## src/rtl/power_emulator_pkg.sv

```systemverilog
`default_nettype none
// ============================================================================
// Module      : power_emulator_pkg
// Description : Shared definitions for the power-emulator register front-end.
//               Holds the register word addresses, the STATUS field offsets
//               and the per-channel state encoding.
// Revision    : 1.0 - initial release
// ============================================================================
package power_emulator_pkg;

  // Register word addresses
  localparam logic [2:0] C_ADDR_CTRL      = 3'd0;
  localparam logic [2:0] C_ADDR_STATUS    = 3'd1;
  localparam logic [2:0] C_ADDR_IRQ_EN    = 3'd2;
  localparam logic [2:0] C_ADDR_CH_SEL    = 3'd3;
  localparam logic [2:0] C_ADDR_RESULT_LO = 3'd4;
  localparam logic [2:0] C_ADDR_RESULT_HI = 3'd5;
  localparam logic [2:0] C_ADDR_CYCLES    = 3'd6;
  localparam logic [2:0] C_ADDR_TIMEOUT   = 3'd7;

  // STATUS register field offsets (each field is up to 8 bits wide)
  localparam int C_STATUS_BUSY_OFS    = 0;
  localparam int C_STATUS_DONE_OFS    = 8;
  localparam int C_STATUS_TIMEOUT_OFS = 16;

  // Per-channel state encoding
  typedef enum logic [1:0] {
    CH_IDLE = 2'd0,
    CH_RUN  = 2'd1,
    CH_DONE = 2'd2
  } ch_state_e;

endpackage : power_emulator_pkg
`default_nettype wire

```

## src/rtl/power_emulator_csr_if.sv

```systemverilog
`default_nettype none
// ============================================================================
// Module      : power_emulator_csr_if
// Description : Host slave bus carrying read/write strobes, word address,
//               write data and registered read data.
//   s_read   - read strobe (host -> csr)
//   s_write  - write strobe (host -> csr)
//   s_addr   - word address, ADDR_W bits (host -> csr)
//   s_wdata  - 32-bit write data (host -> csr)
//   s_rdata  - 32-bit registered read data (csr -> host)
// Revision    : 1.0 - initial release
// ============================================================================
interface power_emulator_csr_if #(
  parameter int ADDR_W = 3
);
  logic              s_read;
  logic              s_write;
  logic [ADDR_W-1:0] s_addr;
  logic [31:0]       s_wdata;
  logic [31:0]       s_rdata;

  modport master (
    output s_read,
    output s_write,
    output s_addr,
    output s_wdata,
    input  s_rdata
  );

  modport slave (
    input  s_read,
    input  s_write,
    input  s_addr,
    input  s_wdata,
    output s_rdata
  );
endinterface : power_emulator_csr_if
`default_nettype wire

```

## src/rtl/power_emulator_chan.sv

```systemverilog
`default_nettype none
// ============================================================================
// Module      : power_emulator_chan
// Description : One emulator channel: IDLE/RUN/DONE state machine, saturating
//               run-cycle counter with optional timeout, completion flags and
//               atomic capture of the core result and cycle count.
//   clk, reset    - clock, asynchronous active-high reset
//   start_req     - host start request (one cycle)
//   clr_done      - host write-1-to-clear of the done flag
//   clr_timeout   - host write-1-to-clear of the timeout flag
//   timeout_lim   - run limit in cycles, 0 disables
//   core_done     - completion strobe from the core
//   core_result   - result bus from the core
//   start_pulse   - registered one-cycle start pulse to the core
//   busy          - channel is running
//   done_flag     - run completed (normally or by timeout)
//   timeout_flag  - last run ended by timeout
//   result_q      - result captured on normal completion
//   cycles_q      - cycle count of the last run
// Revision    : 1.0 - initial release
// ============================================================================
module power_emulator_chan
  import power_emulator_pkg::*;
#(
  parameter int RES_W = 36,
  parameter int CNT_W = 32
) (
  input  logic             clk,
  input  logic             reset,
  input  logic             start_req,
  input  logic             clr_done,
  input  logic             clr_timeout,
  input  logic [CNT_W-1:0] timeout_lim,
  input  logic             core_done,
  input  logic [RES_W-1:0] core_result,
  output logic             start_pulse,
  output logic             busy,
  output logic             done_flag,
  output logic             timeout_flag,
  output logic [RES_W-1:0] result_q,
  output logic [CNT_W-1:0] cycles_q
);

  ch_state_e        r_state;
  ch_state_e        w_next_state;
  logic [CNT_W-1:0] r_cnt;
  logic [CNT_W-1:0] w_cnt_inc;
  logic             w_limit_hit;
  logic             w_accept_start;
  logic             w_finish_ok;
  logic             w_finish_to;

  // Limit reached when the count including this cycle equals the limit.
  // At saturation the increment wraps to 0, which never matches a non-zero
  // limit, so a saturated counter simply runs on.
  assign w_cnt_inc   = r_cnt + CNT_W'(1);
  assign w_limit_hit = (timeout_lim != '0) && (w_cnt_inc == timeout_lim);

  // State register
  always_ff @(posedge clk or posedge reset) begin
    if (reset) begin
      r_state <= CH_IDLE;
    end else begin
      r_state <= w_next_state;
    end
  end

  // Next-state logic
  always_comb begin
    w_next_state = r_state;
    case (r_state)
      CH_IDLE, CH_DONE: begin
        if (start_req) begin
          w_next_state = CH_RUN;
        end
      end
      CH_RUN: begin
        // A core completion takes priority over the limit in the same cycle
        if (core_done || w_limit_hit) begin
          w_next_state = CH_DONE;
        end
      end
      default: w_next_state = CH_IDLE;
    endcase
  end

  // Output / event decode
  always_comb begin
    busy           = (r_state == CH_RUN);
    w_accept_start = 1'b0;
    w_finish_ok    = 1'b0;
    w_finish_to    = 1'b0;
    case (r_state)
      CH_IDLE, CH_DONE: w_accept_start = start_req;
      CH_RUN: begin
        w_finish_ok = core_done;
        w_finish_to = !core_done && w_limit_hit;
      end
      default: ;
    endcase
  end

  // Datapath: start pulse, counter, flags and captures
  always_ff @(posedge clk or posedge reset) begin
    if (reset) begin
      start_pulse  <= 1'b0;
      r_cnt        <= '0;
      done_flag    <= 1'b0;
      timeout_flag <= 1'b0;
      result_q     <= '0;
      cycles_q     <= '0;
    end else begin
      start_pulse <= w_accept_start;

      if (w_accept_start) begin
        r_cnt <= '0;
      end else if (busy && (r_cnt != '1)) begin
        r_cnt <= w_cnt_inc;
      end

      // Start outranks a same-cycle clear; completion outranks a clear too
      if (w_accept_start) begin
        done_flag <= 1'b0;
      end else if (w_finish_ok || w_finish_to) begin
        done_flag <= 1'b1;
      end else if (clr_done) begin
        done_flag <= 1'b0;
      end

      if (w_accept_start) begin
        timeout_flag <= 1'b0;
      end else if (w_finish_to) begin
        timeout_flag <= 1'b1;
      end else if (clr_timeout) begin
        timeout_flag <= 1'b0;
      end

      // Result is only taken from a real completion; a timed-out run leaves
      // the previous result in place
      if (w_finish_ok) begin
        result_q <= core_result;
      end

      if (w_finish_ok || w_finish_to) begin
        cycles_q <= r_cnt;
      end
    end
  end

endmodule : power_emulator_chan
`default_nettype wire

```

## src/rtl/power_emulator_csr.sv

```systemverilog
`default_nettype none
// ============================================================================
// Module      : power_emulator_csr
// Description : Multi-channel register front-end for the power-emulator
//               cores. Decodes host accesses, holds the shared registers,
//               the RESULT_HI snapshot and the interrupt, and instantiates
//               one channel controller per emulator core.
//   clk        - single clock, rising edge
//   reset      - asynchronous active-high reset
//   bus        - host slave bus (read/write/addr/wdata in, rdata out)
//   ch_start   - one-cycle start pulse per channel
//   ch_done    - completion strobe from each core
//   ch_result  - packed core results, channel i at [i*RES_W +: RES_W]
//   irq        - registered interrupt request
// Revision    : 1.0 - initial release
// ============================================================================
module power_emulator_csr
  import power_emulator_pkg::*;
#(
  parameter int N_CH   = 4,
  parameter int RES_W  = 36,
  parameter int CNT_W  = 32,
  parameter int ADDR_W = 3
) (
  input  logic                  clk,
  input  logic                  reset,
  power_emulator_csr_if.slave   bus,
  output logic [N_CH-1:0]       ch_start,
  input  logic [N_CH-1:0]       ch_done,
  input  logic [N_CH*RES_W-1:0] ch_result,
  output logic                  irq
);

  localparam logic [ADDR_W-1:0] C_A_CTRL      = ADDR_W'(C_ADDR_CTRL);
  localparam logic [ADDR_W-1:0] C_A_STATUS    = ADDR_W'(C_ADDR_STATUS);
  localparam logic [ADDR_W-1:0] C_A_IRQ_EN    = ADDR_W'(C_ADDR_IRQ_EN);
  localparam logic [ADDR_W-1:0] C_A_CH_SEL    = ADDR_W'(C_ADDR_CH_SEL);
  localparam logic [ADDR_W-1:0] C_A_RESULT_LO = ADDR_W'(C_ADDR_RESULT_LO);
  localparam logic [ADDR_W-1:0] C_A_RESULT_HI = ADDR_W'(C_ADDR_RESULT_HI);
  localparam logic [ADDR_W-1:0] C_A_CYCLES    = ADDR_W'(C_ADDR_CYCLES);
  localparam logic [ADDR_W-1:0] C_A_TIMEOUT   = ADDR_W'(C_ADDR_TIMEOUT);

  // Shared registers
  logic [N_CH-1:0]  r_irq_en;
  logic [2:0]       r_ch_sel;
  logic [CNT_W-1:0] r_timeout;
  logic [31:0]      r_hi_snap;

  // Per-channel control and status
  logic [N_CH-1:0]            w_start_req;
  logic [N_CH-1:0]            w_clr_done;
  logic [N_CH-1:0]            w_clr_to;
  logic [N_CH-1:0]            w_busy;
  logic [N_CH-1:0]            w_done;
  logic [N_CH-1:0]            w_to;
  logic [N_CH-1:0][RES_W-1:0] w_res;
  logic [N_CH-1:0][CNT_W-1:0] w_cyc;

  // Selected-channel view
  logic [RES_W-1:0] w_sel_res;
  logic [CNT_W-1:0] w_sel_cyc;
  logic [63:0]      w_sel_res64;

  logic        w_wr_ctrl;
  logic        w_wr_status;
  logic        w_rd_lo;
  logic [31:0] w_rd_mux;
  logic        unused_wdata;

  // Not every write-data bit lands in a register for every parameter set
  assign unused_wdata = ^bus.s_wdata;

  assign w_wr_ctrl   = bus.s_write && (bus.s_addr == C_A_CTRL);
  assign w_wr_status = bus.s_write && (bus.s_addr == C_A_STATUS);
  assign w_rd_lo     = bus.s_read  && (bus.s_addr == C_A_RESULT_LO);

  // Host-side strobes per channel: CTRL bit i starts, STATUS W1C clears
  always_comb begin
    w_start_req = '0;
    w_clr_done  = '0;
    w_clr_to    = '0;
    for (int i = 0; i < N_CH; i++) begin
      w_start_req[i] = w_wr_ctrl   && bus.s_wdata[i];
      w_clr_done[i]  = w_wr_status && bus.s_wdata[C_STATUS_DONE_OFS + i];
      w_clr_to[i]    = w_wr_status && bus.s_wdata[C_STATUS_TIMEOUT_OFS + i];
    end
  end

  generate
    for (genvar g = 0; g < N_CH; g++) begin : g_chan
      power_emulator_chan #(
        .RES_W (RES_W),
        .CNT_W (CNT_W)
      ) u_chan (
        .clk          (clk),
        .reset        (reset),
        .start_req    (w_start_req[g]),
        .clr_done     (w_clr_done[g]),
        .clr_timeout  (w_clr_to[g]),
        .timeout_lim  (r_timeout),
        .core_done    (ch_done[g]),
        .core_result  (ch_result[g*RES_W +: RES_W]),
        .start_pulse  (ch_start[g]),
        .busy         (w_busy[g]),
        .done_flag    (w_done[g]),
        .timeout_flag (w_to[g]),
        .result_q     (w_res[g]),
        .cycles_q     (w_cyc[g])
      );
    end
  endgenerate

  // Channel select mux; a select beyond the channel count matches nothing
  // and therefore reads as zero
  always_comb begin
    w_sel_res = '0;
    w_sel_cyc = '0;
    for (int i = 0; i < N_CH; i++) begin
      if (r_ch_sel == 3'(i)) begin
        w_sel_res = w_res[i];
        w_sel_cyc = w_cyc[i];
      end
    end
  end

  assign w_sel_res64 = 64'(w_sel_res);

  // Read mux over the current (pre-write) register contents
  always_comb begin
    w_rd_mux = '0;
    case (bus.s_addr)
      C_A_CTRL: w_rd_mux = '0;
      C_A_STATUS: begin
        for (int i = 0; i < N_CH; i++) begin
          w_rd_mux[C_STATUS_BUSY_OFS + i]    = w_busy[i];
          w_rd_mux[C_STATUS_DONE_OFS + i]    = w_done[i];
          w_rd_mux[C_STATUS_TIMEOUT_OFS + i] = w_to[i];
        end
      end
      C_A_IRQ_EN:    w_rd_mux = 32'(r_irq_en);
      C_A_CH_SEL:    w_rd_mux = 32'(r_ch_sel);
      C_A_RESULT_LO: w_rd_mux = w_sel_res64[31:0];
      C_A_RESULT_HI: w_rd_mux = r_hi_snap;
      C_A_CYCLES:    w_rd_mux = 32'(w_sel_cyc);
      C_A_TIMEOUT:   w_rd_mux = 32'(r_timeout);
      default:       w_rd_mux = '0;
    endcase
  end

  // Shared registers, read data, HI snapshot and interrupt
  always_ff @(posedge clk or posedge reset) begin
    if (reset) begin
      r_irq_en    <= '0;
      r_ch_sel    <= '0;
      r_timeout   <= '0;
      r_hi_snap   <= '0;
      bus.s_rdata <= '0;
      irq         <= 1'b0;
    end else begin
      if (bus.s_write) begin
        case (bus.s_addr)
          C_A_IRQ_EN:  r_irq_en  <= bus.s_wdata[N_CH-1:0];
          C_A_CH_SEL:  r_ch_sel  <= bus.s_wdata[2:0];
          C_A_TIMEOUT: r_timeout <= bus.s_wdata[CNT_W-1:0];
          default: ;
        endcase
      end

      if (bus.s_read) begin
        bus.s_rdata <= w_rd_mux;
      end

      // Upper result word is frozen together with the LO read so a
      // LO-then-HI sequence always returns one consistent result
      if (w_rd_lo) begin
        r_hi_snap <= w_sel_res64[63:32];
      end

      irq <= |(w_done & r_irq_en);
    end
  end

endmodule : power_emulator_csr
`default_nettype wire

```

## src/flat_wrapper.sv

```systemverilog
// flat-port wrapper written by rule: the top's interface ports become plain ports
module power_emulator_csr_flat import power_emulator_pkg::*;
#(
  parameter int N_CH   = 4,
  parameter int RES_W  = 36,
  parameter int CNT_W  = 32,
  parameter int ADDR_W = 3
)
  (clk, reset, ch_start, ch_done, ch_result, irq, bus_s_read, bus_s_write, bus_s_addr, bus_s_wdata, bus_s_rdata);
  power_emulator_csr_if #(.ADDR_W(ADDR_W)) bus_i ();
  input  logic clk;
  input  logic reset;
  output logic [N_CH-1:0] ch_start;
  input  logic [N_CH-1:0] ch_done;
  input  logic [N_CH*RES_W-1:0] ch_result;
  output logic irq;
  input wire logic [$bits(bus_i.s_read)-1:0] bus_s_read;
  input wire logic [$bits(bus_i.s_write)-1:0] bus_s_write;
  input wire logic [$bits(bus_i.s_addr)-1:0] bus_s_addr;
  input wire logic [$bits(bus_i.s_wdata)-1:0] bus_s_wdata;
  output wire logic [$bits(bus_i.s_rdata)-1:0] bus_s_rdata;
  assign bus_i.s_read = bus_s_read;
  assign bus_i.s_write = bus_s_write;
  assign bus_i.s_addr = bus_s_addr;
  assign bus_i.s_wdata = bus_s_wdata;
  assign bus_s_rdata = bus_i.s_rdata;
  power_emulator_csr #(.N_CH(N_CH), .RES_W(RES_W), .CNT_W(CNT_W), .ADDR_W(ADDR_W)) u_core (.clk(clk), .reset(reset), .bus(bus_i), .ch_start(ch_start), .ch_done(ch_done), .ch_result(ch_result), .irq(irq));
endmodule
```

## config.mk

```make
export PLATFORM = sky130hd
export DESIGN_NAME = power_emulator_csr_flat
export DESIGN_NICKNAME = d
export VERILOG_FILES = /design/src/rtl/power_emulator_pkg.sv /design/src/rtl/power_emulator_csr_if.sv /design/src/rtl/power_emulator_chan.sv /design/src/rtl/power_emulator_csr.sv /design/src/flat_wrapper.sv
export SDC_FILE = /design/constraint.sdc
export NUM_CORES = 1
export LEC_CHECK = 0
export CORE_AREA = 5 5 244 246
export CTS_CLUSTER_SIZE = 25
export DETAILED_ROUTE_END_ITERATION = 7
export DIE_AREA = 0 0 249 251
export MAX_ROUTING_LAYER = met4
export PLACE_DENSITY = 0.71
export SYNTH_ARGS = -nofsm -noshare
export SYNTH_HDL_FRONTEND = slang
export SYNTH_HIERARCHICAL = 1
export SYNTH_SLANG_ARGS = --single-unit
```

## constraint.sdc

```tcl
create_clock -name clk -period 5.9 [get_ports clk]
set_input_delay 1.18 -clock clk [delete_from_list [all_inputs] [get_ports clk]]
set_output_delay 1.18 -clock clk [all_outputs]
set_load 0.01 [all_outputs]
```

After elaboration in Yosys (flattened, before gate mapping)
Index checks and enable logic that the tools add are counted.
{"block": "classes", "n_eq_ne": 34, "n_mux": 70, "bitwise": 1, "n_reduce_logical": 71, "addsub": 4}
{"cell": "two-way mux 32 bit", "count": 12}
{"cell": "two-way mux 36 bit", "count": 4}
{"cell": "adder 32 x 1 -> 32 bit (second input constant)", "count": 4}
{"cell": "== test 32 bit", "count": 4}
{"cell": "!= test 32 bit (second input constant)", "count": 4}
{"cell": "case mux 4 bit (5 select lines)", "count": 2}
{"cell": "two-way mux 1 bit", "count": 36}
{"cell": "case mux 12 bit (3 select lines)", "count": 1}
{"cell": "case mux 4 bit (8 select lines)", "count": 1}
{"cell": "nonzero test 32 bit", "count": 1}
{"cell": "logical AND 1 bit", "count": 27}
{"cell": "case mux 4 bit (3 select lines)", "count": 2}
{"cell": "nonzero test 3 bit", "count": 8}
{"cell": "two-way mux 2 bit", "count": 8}
{"cell": "case mux 2 bit (2 select lines)", "count": 4}
{"cell": "AND reduction 2 bit", "count": 7}
{"cell": "== test 3 x 2 -> 1 bit (second input constant)", "count": 4}
{"cell": "== test 3 bit (second input constant)", "count": 4}
{"cell": "== test 2 x 1 -> 1 bit (second input constant)", "count": 4}
{"cell": "== test 2 bit (second input constant)", "count": 4}
{"cell": "logical NOT 2 bit", "count": 4}
{"cell": "logical OR 1 bit", "count": 8}
{"cell": "!= test 2 x 1 -> 1 bit (second input constant)", "count": 4}
{"cell": "!= test 2 bit (second input constant)", "count": 4}
{"cell": "other kinds (7)", "count": 19}
{"block": "word_totals", "inputBits": 187, "reg_bits": 496}

Depth between registers and ports, before layout
{"block": "logic_depth", "word_depth": 8, "mapped_depth": 11, "mapped_depth_nobuf": 9}

By module
The synthesis kept the hierarchy.
{"module": "power_emulator_chan", "area_each_um2": 6239.7, "instances": 4, "cells_each": 688}
{"module": "power_emulator_csr", "area_each_um2": 6138.4, "instances": 1, "cells_each": 656}

Worst setup path before layout
OpenSTA, ideal clock, no wires.
{"block": "synth_path", "path_kind": "reg2reg", "from": "reg u_core.g_chan[0].u_chan.r_cnt[1]", "to": "reg u_core.g_chan[0].u_chan.cycles_q[12]", "t_required_ns": 5.754, "setup_ns": 0.146, "slack_ns": 2.753, "stages_incl_launch_ff": 12, "arrival_ns": 3.001, "path_cell_list": "dfrtp_1 -> ha_1 -> nand3_2 -> or4_1 -> buf_2 -> nor4_2 -> a31oi_1 -> or4_4 -> nor4_4 -> and2_2 -> buf_4 -> o311ai_0"}
{"block": "synth_via", "elab_chain_cells": 6}
{"item": "start, declared", "line_no": "power_emulator_chan.sv:46", "rtl": "logic [CNT_W-1:0] r_cnt;"}
{"item": "start signal, assigned", "line_no": "power_emulator_chan.sv:118", "rtl": "r_cnt <= w_cnt_inc;"}
{"item": "adder 32 x 1 -> 32 bit", "line_no": "power_emulator_chan.sv:56", "rtl": "assign w_cnt_inc = r_cnt + CNT_W'(1);"}
{"item": "== test 32 bit", "line_no": "power_emulator_chan.sv:57", "rtl": "assign w_limit_hit = (timeout_lim != '0) && (w_cnt_inc == timeout_lim);"}
{"item": "logical AND 1 bit", "line_no": "power_emulator_chan.sv:57"}
{"item": "logical AND 1 bit", "line_no": "power_emulator_chan.sv:97", "rtl": "w_finish_to = !core_done && w_limit_hit;"}
{"item": "two-way mux 1 bit", "line_no": "power_emulator_chan.sv:93", "rtl": "case (r_state)"}
{"item": "logical OR 1 bit", "line_no": "power_emulator_chan.sv:144", "rtl": "if (w_finish_ok || w_finish_to) begin"}
{"item": "end signal, assigned", "line_no": "power_emulator_chan.sv:145", "rtl": "cycles_q <= r_cnt;"}
{"item": "end, declared", "line_no": "power_emulator_chan.sv:41", "rtl": "output logic [CNT_W-1:0] cycles_q"}
No other way between the ends.
A chain may end at the register's enable or synchronous reset.

Final worst setup path
{"block": "layout_path", "from": "reg u_core.g_chan[0].u_chan.r_cnt[0]", "to": "reg u_core.g_chan[0].u_chan.cycles_q[30]"}
The elaborated chain is that of the path after synthesis.

==> impl_metrics.csv <==
group,metric,value,unit
run_status,status,"completed",
clocking,cts_tree,"yes",
critical_path,worstSetupPathType,"reg -> reg",
critical_path,endpoint_kind,"flip-flop",
power,peakVddDrop,0.256,mV
clocking,clock_path_buffers,3,
power,p_leak,14.2,nW
detailed_routing,wl,117,mm
worst_hold_path,min_delay_path_depth,2,
clocking,clock_latency,0.64,ns
global_route,grt_start_max_net_pins,104,
place,place_congestion,0.989,
layout,nets,3614,
layout,fin_cells,4240,
clocking,cts-buffers-inserted,57,
detailed_routing,via_count,28807,
sta,rsz0062_at_grt,"false",
die,fp.dieArea,0.0625,mm2
die,die_h,251,um
clocking,post-cts-setup-buffers,0,
place,post_dp_cell_area,0.0333,mm2
sta,tightest_slew,1.23,ns
logic_synthesis,syn_avg_cell_area,9.12,um2
logic_synthesis,synth_edf_count,0,
logic_synthesis,synth_nets,3599,
detailed_routing,first_pass_iters,6,
die,top_level_ports,224,
logic_synthesis,yosys-top-cells-count,"dfrtp_1, nor2_1, clkbuf_1",
sta,finalSetupTns,0,ns
logic_synthesis,synth_seq_area_share,0.399,
critical_path,slowest_stage,"or4_1",
logic_synthesis,async_reset_ff_frac,1.00,
layout,drive_gt1_frac,0.139,
power,power_density,342,mW/mm2
power,power.total,12.1,mW
global_route,grt_util_all_layers,0.369,
layout,syn2layout_area_growth,13.5,%
critical_path,critPathMaxFanout,35,
detailed_routing,drc,0,
critical_path,cp.required,6.35,ns
critical_path,crit_family,"simple AND/OR/NAND/NOR gates",
clocking,cts_htree_levels,2,
detailed_routing,drt-initial-drc-count,4095,
clocking,clk_pin_slew,0.06,ns
place,io_buffers,223,
layout,utilization,0.618,
critical_path,startpoint_type,"flip-flop",
place,dp_slack,1.32,ns
critical_path,crit_buf_inv,1,
sta,hold_viol_final,0,
worst_hold_path,hold_path_class,"reg -> reg",
global_route,grt_pass1_vias,27033,
detailed_routing,ant_nets,0,
detailed_routing,wl_per_cell,27.5,um
clocking,holdBufCountCts,0,
sta,post-route-period-util,0.780,
sta,finalWorstSetupSlack,1.30,ns
die,start_util,0.544,
place,dp.cells,4129,
logic_synthesis,synth_cells,3408,
critical_path,slowest_delay,0.85,ns
sta,finalSetupViolCount,0,
logic_synthesis,synth.most_common_cell,"dfrtp_1",
logic_synthesis,synth-seq-cells,496,
logic_synthesis,netlist_top_cells_area,"dfrtp_1, mux2_2, xnor2_1, nor2_1, nand4_1",
clocking,root_buffer,"clkbuf_16",
place,dp_hpwl,81.5,mm
global_route,grt_antenna_before_repair,5,
sta,drv_slew,0,
logic_synthesis,syn-cell-area,0.0311,mm2
global_route,grt-ovfl-total,0,
sta,slew_headroom,0.181,
sta,fmax,217,MHz
global_route,grt_pass1_wl,175,mm
logic_synthesis,synth_top_cell_by_area,"dfrtp_1",
sta,timing.hold.ws,0.480,ns
critical_path,crit_cells,10,
run,maxCapViolCount,0,
layout,final_cell_area,0.0353,mm2
die,std_cell_rows,88,
critical_path,cp_data_arrival_time,5.06,ns
logic_synthesis,synth-main-ff-cell,"dfrtp_1",
clocking,clkSinkCount,496,
logic_synthesis,synth_cell_types,86,
die,die_w,249,um
sta,fin_skew,0.0235,ns
critical_path,path_cells,"ha_1, nand3_2, or4_1, nor4_2, a31oi_1, or4_4, nor4_4, buf_4, and2_2, o311ai_0",
sta,post-route-min-period,4.60,ns
clocking,ctsResizeCount,0,
logic_synthesis,yosys_warnings,6,
logic_synthesis,synth_top_area_share,0.399,
die,core,0.0571,mm2
detailed_routing,vias_per_cell,6.79,
critical_path,r2r_cells,10,
final timing paths:
path                                                    startpoint                                    to  slack (ns)
worst max-delay path              u_core/g_chan[0].u_chan/r_cnt[0]  u_core/g_chan[0].u_chan/cycles_q[30]        1.30
worst min-delay path            u_core/g_chan[1].u_chan/r_state[1]    u_core/g_chan[1].u_chan/r_state[1]        0.48
worst max register to register    u_core/g_chan[0].u_chan/r_cnt[0]  u_core/g_chan[0].u_chan/cycles_q[30]        1.30
worst min register to register  u_core/g_chan[1].u_chan/r_state[1]    u_core/g_chan[1].u_chan/r_state[1]        0.48
max in group asynchronous                                    reset  u_core/g_chan[3].u_chan/result_q[12]        3.35
min in group asynchronous                                    reset  u_core/g_chan[0].u_chan/result_q[32]        1.27
metal layers:
metal	routed length, um	global-route usage
met5	0	-
met4	6720	0.168
met3	11900	0.0714
met2	49200	0.512
met1	49000	0.526
area by class of cell:
cell class / count / area, um2
fill: 4847 / 21900
multi-input combinational: 2384 / 16500
sequential: 496 / 12400
timing repair buffer: 289 / 2710
clock buffer: 78 / 1660
tap: 765 / 957
inverter: 195 / 743
clock inverter: 28 / 308
antenna: 5 / 12.5
report_power, final:
| group | internal (mW) | leakage [nW] | switching [mW] | total, mW |
|---|---|---|---|---|
| registers | 4.06 | 5.91 | 1.17 | 5.22 |
| logic | 1.46 | 7.31 | 1.66 | 3.12 |
| clock network | 2.18 | 0.978 | 1.52 | 3.71 |
| total | 7.70 | 14.2 | 4.36 | 12.1 |
worst reg2reg max path, cell delays in order (launching register included):
cell      delay (ns)
dfrtp_1         0.51
ha_1            0.28
nand3_2         0.31
or4_1           0.85
nor4_2          0.30
a31oi_1         0.15
or4_4           0.55
nor4_4          0.20
buf_4           0.42
and2_2          0.64
o311ai_0        0.23
cells by family (layout without fill, tap and decap cells):
family / after synthesis / in the layout / share of synthesized area
AO/OA/AOI/OAI: 741 / 741 / 0.168
XOR/XNOR: 236 / 236 / 0.0665
adder cells (fa/ha/maj): 4 / 4 / 0.00161
buffers and inverters: 528 / 590 / 0.0728
flip-flops: 496 / 496 / 0.399
multiplexers: 237 / 237 / 0.0858
other: 0 / 5 / 0
AND/OR/NAND/NOR: 1166 / 1166 / 0.206
registers in the layout (all words and copies together) (netlist names):
| name | cells |
|---|---|
| u_core/g_chan.u_chan/result_q | 144 |
| u_core/g_chan.u_chan/cycles_q | 128 |
| u_core/g_chan.u_chan/r_cnt | 128 |
| u_core/bus.s_rdata | 32 |
| u_core/r_timeout | 32 |
| u_core/g_chan.u_chan/r_state | 8 |
| u_core/g_chan.u_chan/done_flag | 4 |
| u_core/g_chan.u_chan/start_pulse | 4 |
| u_core/g_chan.u_chan/timeout_flag | 4 |
| u_core/r_hi_snap | 4 |
| u_core/r_irq_en | 4 |
| u_core/r_ch_sel | 3 |
| u_core/irq | 1 |
cells in the final DEF, fill, tap and decap left out, drive strengths merged, types with 8 or more instances in the layout:
master / instances
o31ai: 37
clkbuf: 78
and3: 31
a21oi: 66
clkdlybuf4s50: 217
nor2b: 16
mux2: 197
clkinv: 20
a31oi: 146
o21ai: 142
or4: 21
nand3: 77
and4: 12
buf: 72
a31o: 8
o2111ai: 14
inv: 196
xor2: 56
xnor2: 180
nor4: 65
nor3b: 49
o221ai: 10
nor2: 375
dfrtp: 496
or3: 17
o32ai: 38
or2: 12
a22oi: 21
a211oi: 25
and2: 28
nand2b: 14
o311ai: 130
nand2: 155
o22ai: 19
nand4: 214
mux2i: 36
nor3: 56
o221a: 8
o41ai: 20
(Power assumes the default switching activity.)
